<file path="src/rtl/wired_net_resolver.sv">
// Two-stage valid/ready pipeline that resolves NDRV 4-state drivers of a WIDTH-bit net
// (tri/triand/trior/tri1) and counts delivered results that carry 0-vs-1 contention.
module wired_net_resolver #(
  parameter int NDRV  = 3,
  parameter int WIDTH = 4,
  parameter int CNT_W = 8
) (
  input  logic                     clk,
  input  logic                     rst,
  input  logic                     in_valid,
  output logic                     in_ready,
  input  logic [1:0]               in_mode,
  input  logic [NDRV*WIDTH*2-1:0]  in_drv,
  output logic                     out_valid,
  input  logic                     out_ready,
  output logic [WIDTH*2-1:0]       out_val,
  output logic                     out_conflict,
  output logic [CNT_W-1:0]         conflict_cnt,
  input  logic                     clr_cnt
);

  localparam logic [1:0] MODE_TRI    = 2'b00;
  localparam logic [1:0] MODE_TRIAND = 2'b01;
  localparam logic [1:0] MODE_TRIOR  = 2'b10;
  localparam logic [1:0] MODE_TRI1   = 2'b11;

  localparam logic [1:0] V0 = 2'b00;
  localparam logic [1:0] V1 = 2'b01;
  localparam logic [1:0] VZ = 2'b10;
  localparam logic [1:0] VX = 2'b11;

  logic                    r_s1_valid;
  logic [1:0]              r_s1_mode;
  logic [NDRV*WIDTH*2-1:0] r_s1_drv;
  logic                    r_s2_valid;
  logic [WIDTH*2-1:0]      r_out_val;
  logic                    r_out_conf;
  logic [CNT_W-1:0]        r_cnt;

  logic                    w_s2_load;
  logic                    w_out_fire;
  logic                    w_tri_like;
  logic [WIDTH*2-1:0]      w_res;
  logic [WIDTH-1:0]        w_bit_conf;

  assign w_s2_load  = !r_s2_valid || out_ready;
  assign w_out_fire = r_s2_valid && out_ready;
  assign w_tri_like = (r_s1_mode == MODE_TRI) || (r_s1_mode == MODE_TRI1);

  generate
    for (genvar gi = 0; gi < WIDTH; gi++) begin : g_bit
      logic       w_has0;
      logic       w_has1;
      logic       w_hasx;
      logic [1:0] w_bit;

      always_comb begin
        w_has0 = 1'b0;
        w_has1 = 1'b0;
        w_hasx = 1'b0;
        for (int d = 0; d < NDRV; d++) begin
          case (r_s1_drv[(d*WIDTH+gi)*2 +: 2])
            V0:      w_has0 = 1'b1;
            V1:      w_has1 = 1'b1;
            VX:      w_hasx = 1'b1;
            default: ;
          endcase
        end
      end

      always_comb begin
        w_bit = VZ;
        case (r_s1_mode)
          MODE_TRIAND: w_bit = w_has0 ? V0 : (w_hasx ? VX : (w_has1 ? V1 : VZ));
          MODE_TRIOR:  w_bit = w_has1 ? V1 : (w_hasx ? VX : (w_has0 ? V0 : VZ));
          default: begin
            if (!(w_has0 || w_has1 || w_hasx))
              w_bit = (r_s1_mode == MODE_TRI1) ? V1 : VZ;
            else if (w_hasx || (w_has0 && w_has1))
              w_bit = VX;
            else
              w_bit = w_has0 ? V0 : V1;
          end
        endcase
      end

      assign w_res[gi*2 +: 2] = w_bit;
      assign w_bit_conf[gi]   = w_has0 && w_has1 && w_tri_like;
    end
  endgenerate

  always_ff @(posedge clk) begin
    if (rst) begin
      r_s1_valid <= 1'b0;
      r_s1_mode  <= '0;
      r_s1_drv   <= '0;
      r_s2_valid <= 1'b0;
      r_out_val  <= '0;
      r_out_conf <= 1'b0;
      r_cnt      <= '0;
    end else begin
      if (in_ready) begin
        r_s1_valid <= in_valid;
        if (in_valid) begin
          r_s1_mode <= in_mode;
          r_s1_drv  <= in_drv;
        end
      end
      if (w_s2_load) begin
        r_s2_valid <= r_s1_valid;
        if (r_s1_valid) begin
          r_out_val  <= w_res;
          r_out_conf <= |w_bit_conf;
        end
      end
      // Clear has priority over a coincident conflicting delivery.
      if (clr_cnt)
        r_cnt <= '0;
      else if (w_out_fire && r_out_conf && (r_cnt != {CNT_W{1'b1}}))
        r_cnt <= r_cnt + 1'b1;
    end
  end

  assign in_ready     = !r_s1_valid || w_s2_load;
  assign out_valid    = r_s2_valid && !rst;
  assign out_val      = r_out_val;
  assign out_conflict = r_out_conf;
  assign conflict_cnt = r_cnt;

endmodule

</file>
<file path="config.mk">
export PLATFORM = sky130hd
export DESIGN_NAME = wired_net_resolver
export DESIGN_NICKNAME = d
export VERILOG_FILES = /design/src/rtl/wired_net_resolver.sv
export SDC_FILE = /design/constraint.sdc
export NUM_CORES = 1
export LEC_CHECK = 0
export CORE_ASPECT_RATIO = 1.2
export CORE_MARGIN = 4
export CORE_UTILIZATION = 45
export DETAILED_ROUTE_END_ITERATION = 10
export DONT_BUFFER_PORTS = 1
export REMOVE_ABC_BUFFERS = 1
export SYNTH_ARGS = -nofsm -noshare
export SYNTH_HDL_FRONTEND = slang
export SYNTH_SLANG_ARGS = --single-unit
</file>
<file path="constraint.sdc">
create_clock -name clk -period 3.2 [get_ports clk]
set_clock_uncertainty 0.1 [all_clocks]
set_input_delay 0.48 -clock clk [delete_from_list [all_inputs] [get_ports clk]]
set_output_delay 0.48 -clock clk [all_outputs]
set_load 0.01 [all_outputs]
</file>
### Word-level counts from Yosys, hierarchy flattened

Cells that the tools add are included.

| storage, ports and cells | value |
|---|---|
| register bits | 45 |
| bits in latches | 0 |
| RAM bits | 0 |
| memory bits (read-only) | 0 |
| word-level logic and storage cells | 160 |
| memories kept | 0 |

| operators by class | value |
|---|---|
| add/sub/neg operators | 1 |
| $mul | 0 |
| div/mod/pow operators | 0 |
| $lt $le $gt $ge | 0 |
| equal/unequal tests | 28 |
| shifts and indexed selects | 0 |
| multiplexer cells | 77 |
| bitwise logic cells | 0 |
| reduce and logical (&&, ||, !) cells | 47 |

Operators with widths:

| kind | count |
|---|---|
| 2-bit two-way mux | 33 |
| 1-bit two-way mux | 40 |
| 2-bit equality test, second input constant | 14 |
| 2-bit by 1-bit equality test with 1-bit output, second input constant | 13 |
| 2-bit zero test | 13 |
| 2-bit one-hot mux with 2 select lines | 4 |
| 1-bit logical OR | 15 |
| 1-bit logical AND | 12 |
| 8-bit by 1-bit adder with 8-bit output, second input constant | 1 |
| 8-bit inequality test, second input constant | 1 |
| 2-bit AND reduction | 2 |
| 4-bit OR reduction | 1 |
| 1-bit zero test | 3 |
| 2-bit OR reduction | 1 |

### Longest topological paths before layout

| logic depth | value |
|---|---|
| word-level depth | 9 |
| mapped depth | 7 |
| depth with buffers taken out | 7 |

### Worst setup path before layout

No wires, ideal clock.

| timing path | value |
|---|---|
| path type | reg2reg |
| from | register r_s1_drv[16] |
| to | register r_out_conf, in the netlist out_conflict |
| arrival | 1.744 ns |
| required time | 2.983 ns |
| slack | 1.239 ns |
| stages on the path, launching flop included | 7 |
| path buffers | 1 |
| clock period less this slack | 1.961 ns |
| cells stage by stage | dfxtp_1 buf_6 xnor2_2 nor3_1 or4_1 or4_1 a32o_1 |

| on the way | value |
|---|---|
| longest elaborated chain between the ends | 5 |

Ends and longest elaborated chain:

| item | line | text |
|---|---|---|
| from (decl) | 34 | `logic [NDRV*WIDTH*2-1:0] r_s1_drv;` |
| from (signal assigned) | 106 | `r_s1_drv <= in_drv;` |
| 2-bit by 1-bit equality test with 1-bit output or 2-bit zero test (tied branches) | 62 | `case (r_s1_drv[(d*WIDTH+gi)*2 +: 2])` |
| 1-bit two-way mux | 62 |  |
| 1-bit logical AND * (2 in series) | 88 | `assign w_bit_conf[gi] = w_has0 && w_has1 && w_tri_like;` |
| 4-bit OR reduction * | 113 | `r_out_conf <= \|w_bit_conf;` |
| to (signal assigned) | 113 |  |
| to (decl) | 37 | `logic r_out_conf;` |

Mark *: on every way between the ends. The rest lies on a longest branch, timed or not.
A chain may end at the register's enable or synchronous reset.

### Worst setup path after layout

| timing path | value |
|---|---|
| from | register r_s1_drv[22] |
| to | register r_out_conf, in the netlist out_conflict |

The elaborated chain is that of the path after synthesis.

==> results.txt <==
Worst r2r src -> r_s1_drv[22]$_SDFFE_PP0P_
Period utilisation layout -> 0.663
Total grt overflow -> 0
Pin count of the biggest net entering global routing -> 33
Peak Freq -> 471 MHz
Clock root buffer -> clkbuf_8
Routed vias/inst -> 5.89
Nets -> 350
Final hold vios -> 0
Maximum VDD drop -> 0.000197 V
Post-synth EDFFs -> 0
Share of layout cells above drive strength 1 -> 0.0538
All-layer global routing usage -> 0.168
Io pins -> 50
Pre-CTS setup slack -> 1.02 ns
Row cnt -> 29
Worst Path Required -> 3.31 ns
Port bufs -> 0
Post-DP HPWL -> 4.18 mm
Post-Layout Cell Count -> 378
Most used DFF post-synth -> dfxtp_1
CP Capture Type -> register
Core area -> 5410 um^2
# fillers -> 563
Die height -> 90.4 um
Vias -> 2225
Placed Cells incl. Taps -> 370
Vias in the first global route -> 2013
Worst flop-to-flop path endpoint -> out_conflict$_SDFFE_PP0P_
Reg-to-reg setup timing slack -> 1.08 ns
Synthesis-to-layout area growth -> 2.21%
Post-CTS Setup Bufs -> 0
Status -> complete, no violations
Wirelength, routed -> 5.82 mm
Drt first pass iters -> 4
CTS Hold Bufs -> 0
Rel. slew slack -> 0.403
# setup viols final -> 0
CTS buffer count -> 5
Initial antenna violation count -> 0
Most common cell in the synthesized netlist -> nand2_1
Synth top area cells -> dfxtp_1 35%, nand2_1 8.7%, a21oi_1 7.3%
Startpoint types -> register
RSZ-0062 raised after global routing -> no
CTS tree -> yes
Max_cap viols -> 0
DR iter-0 viols -> 119
Hold WS -> 0.133 ns
Clock sink count -> 45
Initial core utilization -> 0.471
Asr flop ratio synth -> 0
Least-Margin Pin Slew -> 0.896 ns
Pwr Density -> 470 nW/um^2
Top cell type's share of synthesized area -> 0.354
Worst R2R Path Depth -> 5
Register area share after synthesis -> 0.354
Setup tns final -> 0 ns
Setup Crit Path Kind -> reg2reg
Static Leakage -> 0.997 nW
Clock H-tree levels -> 2
Fin crit period -> 2.12 ns
Post-synth cell types -> 58
Critical path data arrival time -> 2.23 ns
Class of the worst hold path -> in2reg
Clock Tree Buf Depth -> 2
Diodes inserted -> 0
Avg Inst Size Synth -> 7.70 um^2
# resized after CTS -> 0
Die span in x -> 76.7 um
Hold_sp -> rst
Synth Cell Area -> 2550 um^2
Clock Latency Late Sink -> 0.30 ns
Residual DRC -> 0
First-pass GRT wire length -> 9.60 mm
Post-synth top area cell -> dfxtp_1
Synth warn -> 0
Routability cong. -> 0.809
Slew Viols, Final -> 0
Mapped Cells -> 331
WL per Instance -> 15.4 um
Clk pin slew, worst setup/hold paths -> 0.09 ns
Footprint of the multi-input gates -> 1450 um^2
Register bit total from synthesis -> 45
Register area -> 901 um^2
Final Worst Setup Slack -> 1.08 ns
Die area -> 6930 um^2
Top cells by count, synth -> 59 x nand2_1, 45 x dfxtp_1, 37 x a21oi_1
Hold worst-path end -> r_s1_drv[8]$_SDFFE_PP0P_
Antenna Nets Post-Route -> 0
Cells on Worst Hold Path -> 1
CP max FO -> 7
==> logic make-up (layout without fill, tap and decap cells) <==
kind of cell,count (synthesis),count (layout),synth area share
adder cells (fa/ha/maj),4,4,0.0196
AO/OA/AOI/OAI,94,94,0.243
buffers and inverters,38,23,0.0771
multiplexers,1,1,0.00393
AND/OR/NAND/NOR,137,137,0.258
XOR/XNOR,12,12,0.0442
flip-flops,45,45,0.354
==> per-layer routing <==
metal  vias up  GRT usage  part of all wire
li1       1138          -                 -
met1      1023      0.212              0.45
met2        54      0.274              0.48
met3        10     0.0359             0.042
met4         0     0.0695             0.024
met5         -          0                 0
==> how the worst max path moves through the flow <==
stage / start / to / cells past startpoint
after floorplan: r_s1_drv[16]$_SDFFE_PP0P_ / out_conflict$_SDFFE_PP0P_ / 5
after global placement: r_s1_drv[22]$_SDFFE_PP0P_ / out_conflict$_SDFFE_PP0P_ / 5
after detailed placement: out_ready / r_s1_drv[19]$_SDFFE_PP0P_ / 5
after CTS: r_s1_drv[16]$_SDFFE_PP0P_ / out_conflict$_SDFFE_PP0P_ / 5
after global routing: r_s1_drv[16]$_SDFFE_PP0P_ / out_conflict$_SDFFE_PP0P_ / 5
final: r_s1_drv[22]$_SDFFE_PP0P_ / out_conflict$_SDFFE_PP0P_ / 5
==> critical path, cell delays in order, from the launching register on <==
cell and delay (ns):
dfxtp_1 0.48, xnor2_1 0.15, nor3_1 0.09, or4_1 0.51, or4_1 0.49, a32o_1 0.22
==> registers in the layout (all words and copies together) (netlist names) <==
register,cells
r_s1_valid,1
conflict_cnt,8
r_s1_mode,2
out_conflict,1
out_val,8
r_s2_valid,1
r_s1_drv,24
==> cells in the final DEF, fill, tap and decap left out, types with 2 or more instances in the layout <==
cell / synthesis / layout
nand2_1: 59 / 59
dfxtp_1: 45 / 45
a21oi_1: 37 / 37
nor2_1: 21 / 21
inv_1: 14 / 14
o21ai_0: 12 / 12
nor2b_1: 9 / 9
nand3_1: 9 / 9
nor3_1: 8 / 8
xor2_1: 6 / 6
nand2b_1: 6 / 6
a222oi_1: 5 / 5
xnor2_1: 5 / 5
clkbuf_8: 0 / 5
o22ai_1: 4 / 4
a21o_1: 4 / 4
nand4_1: 4 / 4
a211oi_1: 4 / 4
ha_1: 4 / 4
or3_1: 3 / 3
a41oi_1: 3 / 3
o32ai_1: 3 / 3
and2b_2: 2 / 2
or2_2: 2 / 2
a221oi_1: 2 / 2
and3b_1: 2 / 2
o22a_1: 2 / 2
and3_1: 2 / 2
a31oi_1: 2 / 2
o21a_1: 2 / 2
nor3b_1: 2 / 2
or4_1: 2 / 2
==> where the power goes <==
group	total [mW]	switching, mW	internal (mW)
Clock	0.443	0.209	0.234
Combinational	0.147	0.0803	0.0671
Sequential	0.634	0.0463	0.588
Total	1.22	0.335	0.889
==> through the flow <==
| step | utilization | cell area, um^2 | power, mW |
|---|---|---|---|
| 4_1_cts | 0.482 | 2600 | 1.24 |
| 2_1_floorplan | - | 2400 | 0.754 |
| 3_5_place_dp | 0.460 | 2490 | 0.796 |
| 3_3_place_gp | 0.460 | 2490 | 0.793 |
| 6_report | 0.482 | 2600 | 1.22 |
| 5_1_grt | 0.482 | 2600 | 1.28 |
==> cell type report <==
type | count | share of cell area
tap | 62 | 0.0298
multi-input combinational | 248 | 0.557
timing repair buffer | 1 | 0.00288
clock inverter | 3 | 0.0178
sequential | 45 | 0.346
inverter | 14 | 0.0202
clock buffer | 5 | 0.0264
Power figures use the tool's default switching activity.
